$ cat src/rtl/fb_rf_wr_arbiter.sv
// fb_rf_wr_arbiter: shares the single regfile write port between the ALU (req0)
// and the load unit (req1), registers the winning write one cycle, and keeps a
// per-register pending-write scoreboard (busy_vec) for the issue stage.
//
// Build option:
//   FB_WB_RR_EN defined   -> round-robin arbitration (PRI0/PRI1 state machine)
//   FB_WB_RR_EN undefined -> fixed priority, req0 always wins, no state register
//
// Register x0 is hardwired: writes to it are accepted but never drive rf_we,
// and its scoreboard bit is never set.
module fb_rf_wr_arbiter #(
    parameter int unsigned XLEN = 32,
    parameter int unsigned AW   = 5
) (
    input  logic                 clk,
    input  logic                 reset,
    input  logic                 req0_valid,
    input  logic [AW-1:0]        req0_addr,
    input  logic [XLEN-1:0]      req0_data,
    output logic                 req0_ready,
    input  logic                 req1_valid,
    input  logic [AW-1:0]        req1_addr,
    input  logic [XLEN-1:0]      req1_data,
    output logic                 req1_ready,
    input  logic                 issue_valid,
    input  logic [AW-1:0]        issue_addr,
    output logic                 rf_we,
    output logic [AW-1:0]        rf_waddr,
    output logic [XLEN-1:0]      rf_wdata,
    output logic [(2**AW)-1:0]   busy_vec
);

    localparam int unsigned NREG = 2**AW;

    // Write-back payload carried from a requester to the output stage.
    typedef struct packed {
        logic [AW-1:0]   addr;
        logic [XLEN-1:0] data;
    } wb_req_t;

    wb_req_t         req0_pl;
    wb_req_t         req1_pl;
    wb_req_t         win_pl;
    logic            grant0_c;
    logic            grant1_c;
    logic            xfer_c;
    logic [NREG-1:0] busy_q;
    logic [NREG-1:0] busy_d;

    assign req0_pl = {req0_addr, req0_data};
    assign req1_pl = {req1_addr, req1_data};

`ifdef FB_WB_RR_EN
    typedef enum logic {
        PRI0 = 1'b0,
        PRI1 = 1'b1
    } pri_state_t;

    pri_state_t state_q;
    pri_state_t state_d;

    // Priority state register.
    always_ff @(posedge clk or negedge reset) begin
        if (!reset) begin
            state_q <= PRI0;
        end else begin
            state_q <= state_d;
        end
    end

    // Round-robin grant: favoured side wins a tie; the loser is favoured next.
    always_comb begin
        state_d  = state_q;
        grant0_c = 1'b0;
        grant1_c = 1'b0;
        case (state_q)
            PRI0: begin
                if (req0_valid) begin
                    grant0_c = 1'b1;
                end else if (req1_valid) begin
                    grant1_c = 1'b1;
                end
            end
            PRI1: begin
                if (req1_valid) begin
                    grant1_c = 1'b1;
                end else if (req0_valid) begin
                    grant0_c = 1'b1;
                end
            end
            default: begin
                state_d = PRI0;
            end
        endcase
        if (grant0_c) begin
            state_d = PRI1;
        end else if (grant1_c) begin
            state_d = PRI0;
        end
    end
`else
    // Fixed priority: req1 only gets the port on cycles req0 is idle.
    always_comb begin
        grant0_c = 1'b0;
        grant1_c = 1'b0;
        if (req0_valid) begin
            grant0_c = 1'b1;
        end else if (req1_valid) begin
            grant1_c = 1'b1;
        end
    end
`endif

    assign req0_ready = grant0_c;
    assign req1_ready = grant1_c;
    assign xfer_c     = grant0_c | grant1_c;
    assign win_pl     = grant0_c ? req0_pl : req1_pl;

    // Output stage: register the accepted write; x0 writes never raise rf_we.
    always_ff @(posedge clk or negedge reset) begin
        if (!reset) begin
            rf_we    <= 1'b0;
            rf_waddr <= '0;
            rf_wdata <= '0;
        end else if (xfer_c) begin
            rf_we    <= (win_pl.addr != '0);
            rf_waddr <= win_pl.addr;
            rf_wdata <= win_pl.data;
        end else begin
            rf_we    <= 1'b0;
        end
    end

    // Scoreboard update: clear on the write cycle, a same-edge issue overrides.
    always_comb begin
        busy_d = busy_q;
        if (rf_we) begin
            busy_d[rf_waddr] = 1'b0;
        end
        if (issue_valid && (issue_addr != '0)) begin
            busy_d[issue_addr] = 1'b1;
        end
        busy_d[0] = 1'b0;
    end

    // Scoreboard register.
    always_ff @(posedge clk or negedge reset) begin
        if (!reset) begin
            busy_q <= '0;
        end else begin
            busy_q <= busy_d;
        end
    end

    assign busy_vec = busy_q;

endmodule

$ cat config.mk
export PLATFORM = sky130hd
export DESIGN_NAME = fb_rf_wr_arbiter
export DESIGN_NICKNAME = d
export VERILOG_FILES = /design/src/rtl/fb_rf_wr_arbiter.sv
export SDC_FILE = /design/constraint.sdc
export NUM_CORES = 1
export LEC_CHECK = 0
export CAP_MARGIN = 20
export CORE_UTILIZATION = 43
export CTS_BUF_LIST = sky130_fd_sc_hd__clkbuf_8 sky130_fd_sc_hd__clkbuf_16
export CTS_CLUSTER_SIZE = 20
export DETAILED_ROUTE_END_ITERATION = 8
export MAX_ROUTING_LAYER = met4
export PLACE_DENSITY_LB_ADDON = 0.08
export SLEW_MARGIN = 20
export SYNTH_ARGS = -nofsm -noshare
export SYNTH_HDL_FRONTEND = slang
export SYNTH_SLANG_ARGS = --single-unit
export TNS_END_PERCENT = 10
$ cat constraint.sdc
create_clock -name clk -period 3.23 [get_ports clk]
set_input_delay 0.969 -clock clk [delete_from_list [all_inputs] [get_ports clk]]
set_output_delay 0.969 -clock clk [all_outputs]
set_load 0.02 [all_outputs]
==> results.md <==
Routing:
- The number of search-and-repair iterations in the first detailed-routing pass is 4.
- The average wire length per cell after detail routing is 15.18 microns.
- The routed via count divided by cell count is 5.227.
- Wires add up to 8.291 mm.
- The detail route stage leaves a number of antenna-violating nets equal to 0.
- For this block, the via count after detailed routing is 2,854.
- For this run, design rule violations remaining after detail routing come to 0.
- The violation count after the first detailed-routing iteration is 220.

Clocking:
- Post-CTS repair changed the size of 0 cells.
- The clock buffer count from CTS is 9.
- The root buffer selected by CTS is clkbuf_8.
- The clock insertion delay at the later pin of the skew report is 0.33 ns.
- In this run the deepest clock path goes through 2 buffers.
- Hold repair after CTS inserted 0 buffers.
- The number of buffers inserted by post-CTS setup repair is 0.
- The clock slew at the register clock pins of the worst setup and hold paths is 0.07 ns.
- The clock tree from TritonCTS is done.
- The deepest level of the CTS H-tree is 3.
- For this design, the sink count on the clock tree is 69.

Timing:
- Setup repair after global routing left no endpoint under its margin.
- The final hold violation count was 0.
- The final worst-path cycle share is 91.49%.
- For the final database, setup skew stands at 0.003264 ns.
- Counting I/O delays and the setup requirement, the final critical path takes 2.955 ns.
- For this run, the top clock speed supported by timing is 338.4 MHz.
- The count of endpoints failing setup in the final report is 0.
- The final count of pins violating max slew is 0.
- The worst slew margin relative to its limit is 58.26%.
- The final setup TNS is 0 ns.
- The actual transition at the worst max-transition pin is 0.6260 ns.

Synth:
- In this run, synthesis inferred 0 flip-flops with an integrated enable.
- The number of distinct library cell variants in the gate-level netlist after synthesis is 19.
- The top flip-flop cell by instance count after synthesis is dfrtp_1.
- The number of nets produced by synthesis is 373.
- Sequential cells were found to cover 56.46% of the synthesized design area.
- The area share of the leading cell type in the synthesized netlist is 56.46%.
- dfrtp_1 takes more of the synthesized area than any other cell.
- During synthesis, Yosys emitted a total of 0 warnings.
- A synthesized cell averages 10.58 sq um.
- The fraction of synthesis flops using an asynchronous set or reset pin is 100.0%.
- Counting flops and latches in the post-synthesis netlist gives 69.
- By count the netlist is led by o21ai_1, dfrtp_1, nand2_1.
- After synthesis, the cell types taking the most area are dfrtp_1, o21ai_1, mux2i_1.
- After technology mapping, the gate count stands at 289.
- In the post-synthesis netlist, the cell with the most instances is o21ai_1.
- The synthesized cell area is 0.003058 sq mm.

Die:
- In this run the count of I/O pins placed on the die edge is 156.
- The floorplan die area is 0.007453 sq mm.
- In this run the standard cell core region covers 0.006832 sq mm.
- Once the floorplan was initialized, standard cells occupied 44.76% of the core.
- In this run the core area contains 30 standard-cell rows.
- The die height is 86.33 microns.
- Measured along the x axis, the die boundary spans 86.33 microns.

Worst setup path:
- Data on the critical path arrives at its endpoint at 1.99 ns.
- STA classifies the critical path startpoint as an input port.
- By startpoint and endpoint, the worst setup path is classified as input port to primary output.
- In this run the worst path has a maximum fanout of 4.
- The worst setup path is captured at a primary output.
- The required arrival time at the worst endpoint is 2.26 ns.

Final layout:
- The post-synthesis to final-layout area growth is 59.70%.
- The number of antenna diodes in the final layout is 0.
- The fraction of layout cells with a size suffix above 1 is 6.667%.
- The number of nets at the end of the flow is 529.

Pwr:
- The total power is 2.897 mW.
- The areal power density over the cells is 593.2 mW/mm^2.
- The analysis attributes to cell leakage a power of 2.034 nW.
- The worst-case IR drop observed on VDD is 240.3 uV.

GRT:
- The first global-routing pass estimated 13.41 mm of wire.
- Global routing used 24.03% of the available tracks.
- The number of antenna violations at the first check in global routing was 0.
- The remaining global-route overflow is 0.
- The via count of the first global-routing pass was 2,767.
- The pin count of the biggest net entering global routing is 42.

Placed design:
- Routability-driven placement finished with a final weighted congestion of 0.7860.
- The half-perimeter wire length of the detailed placement result is 6.116 mm.
- In this run the tool buffered the top-level ports with 154 buffer cells.

Hold path:
- The path category of the worst min-delay check is flop to flop.

Flow run:
- Across the run, the number of max-cap violations was 0.

Run status:
- The run finished with clean final reports.
layout by cell type (no fill, tap or decap):
| cell | synthesis | final |
|---|---|---|
| clkdlybuf4s50_1 | 0 | 151 |
| o21ai_1 | 80 | 80 |
| dfrtp_1 | 69 | 69 |
| nand2_1 | 39 | 39 |
| mux2i_1 | 37 | 37 |
| o21ai_0 | 21 | 21 |
| clkbuf_8 | 0 | 9 |
| nand3b_1 | 8 | 8 |
| or3b_4 | 5 | 5 |
| nand3_1 | 4 | 4 |
| buf_4 | 5 | 4 |
| clkinv_2 | 0 | 3 |
| buf_2 | 5 | 3 |
| or3_1 | 2 | 2 |
| or3b_1 | 2 | 2 |
| nand3b_2 | 2 | 2 |
| or4_1 | 2 | 2 |
| bufinv_16 | 0 | 2 |
| inv_1 | 0 | 2 |
| nor2_1 | 1 | 1 |
| nand2b_4 | 1 | 1 |
| nor2b_1 | 1 | 1 |
| conb_1 | 1 | 1 |
| buf_12 | 0 | 1 |
flip-flops by register name, summed over array words and instances, names as in the netlist:
signal,count
rf_waddr,5
busy_vec,31
rf_we,1
rf_wdata,32
through the flow:
stage	util (%)	area (sq um)	worst slack [ns]	hold slack (ns)	instances
5_1_grt	71.48	4883	0.2394	0.5197	546
4_1_cts	71.48	4883	0.2648	0.5071	546
6_report	71.48	4883	0.2749	0.5016	546
3_5_place_dp	68.46	4677	0.2829	0.4871	530
2_1_floorplan	-	3058	0.7493	0.6009	289
3_3_place_gp	68.46	4677	0.3383	0.4792	530
layout make-up:
cell class	instances	area (sq um)
clock buffer	9	123.9
clock inverter	7	82.58
fill	553	1948
multi-input combinational	206	1254
sequential	69	1727
tap	96	120.1
timing repair buffer	159	1577
report_power, final:
part	total (mW)	leakage, nW	switching (mW)	internal [mW]
Sequential	1.16	0.800	0.113	1.05
Combinational	1.00	1.12	0.489	0.514
Clock	0.736	0.115	0.311	0.425
cell families after synthesis:
family                 Yosys count  share of synthesized area [%]
AOI/OAI and AO/OA              101                          16.53
DFF                             69                          56.46
and+or+nand+nor                 67                          12.23
muxes                           37                          12.11
buffers and inverters           14                          2.537
other                            1                         0.1226
layer usage:
metal / global-route usage [%] / vias to the layer above / wire length (microns)
met3: 5.905 / 18 / 691
met5: - / - / 0
li1: - / 1349 / -
met4: 10.76 / 0 / 200
met2: 38.31 / 134 / 4048
met1: 29.01 / 1353 / 3350
worst max-delay path: stages:
cell,delay [ns]
buf_2,0.12
nor2b_1,0.24
clkdlybuf4s50_1,0.66
worst paths after layout:
| kind | depth (start not counted) | endpoint | slack, ns | startpoint |
|---|---|---|---|---|
| hold / removal | 2 | busy_vec[11]$_DFF_PN0_ | 0.50 | busy_vec[11]$_DFF_PN0_ |
| setup reg to reg | 3 | busy_vec[6]$_DFF_PN0_ | 1.87 | rf_waddr[2]$_DFFE_PN0P_ |
| hold reg to reg | 2 | busy_vec[11]$_DFF_PN0_ | 0.50 | busy_vec[11]$_DFF_PN0_ |
| max in group asynchronous | 2 | rf_wdata[12]$_DFFE_PN0P_ | 2.00 | reset |
| min in group asynchronous | 1 | busy_vec[8]$_DFF_PN0_ | 0.60 | reset |
| setup / recovery | 3 | req1_ready | 0.27 | req0_valid |
(Power assumes the default switching activity.)
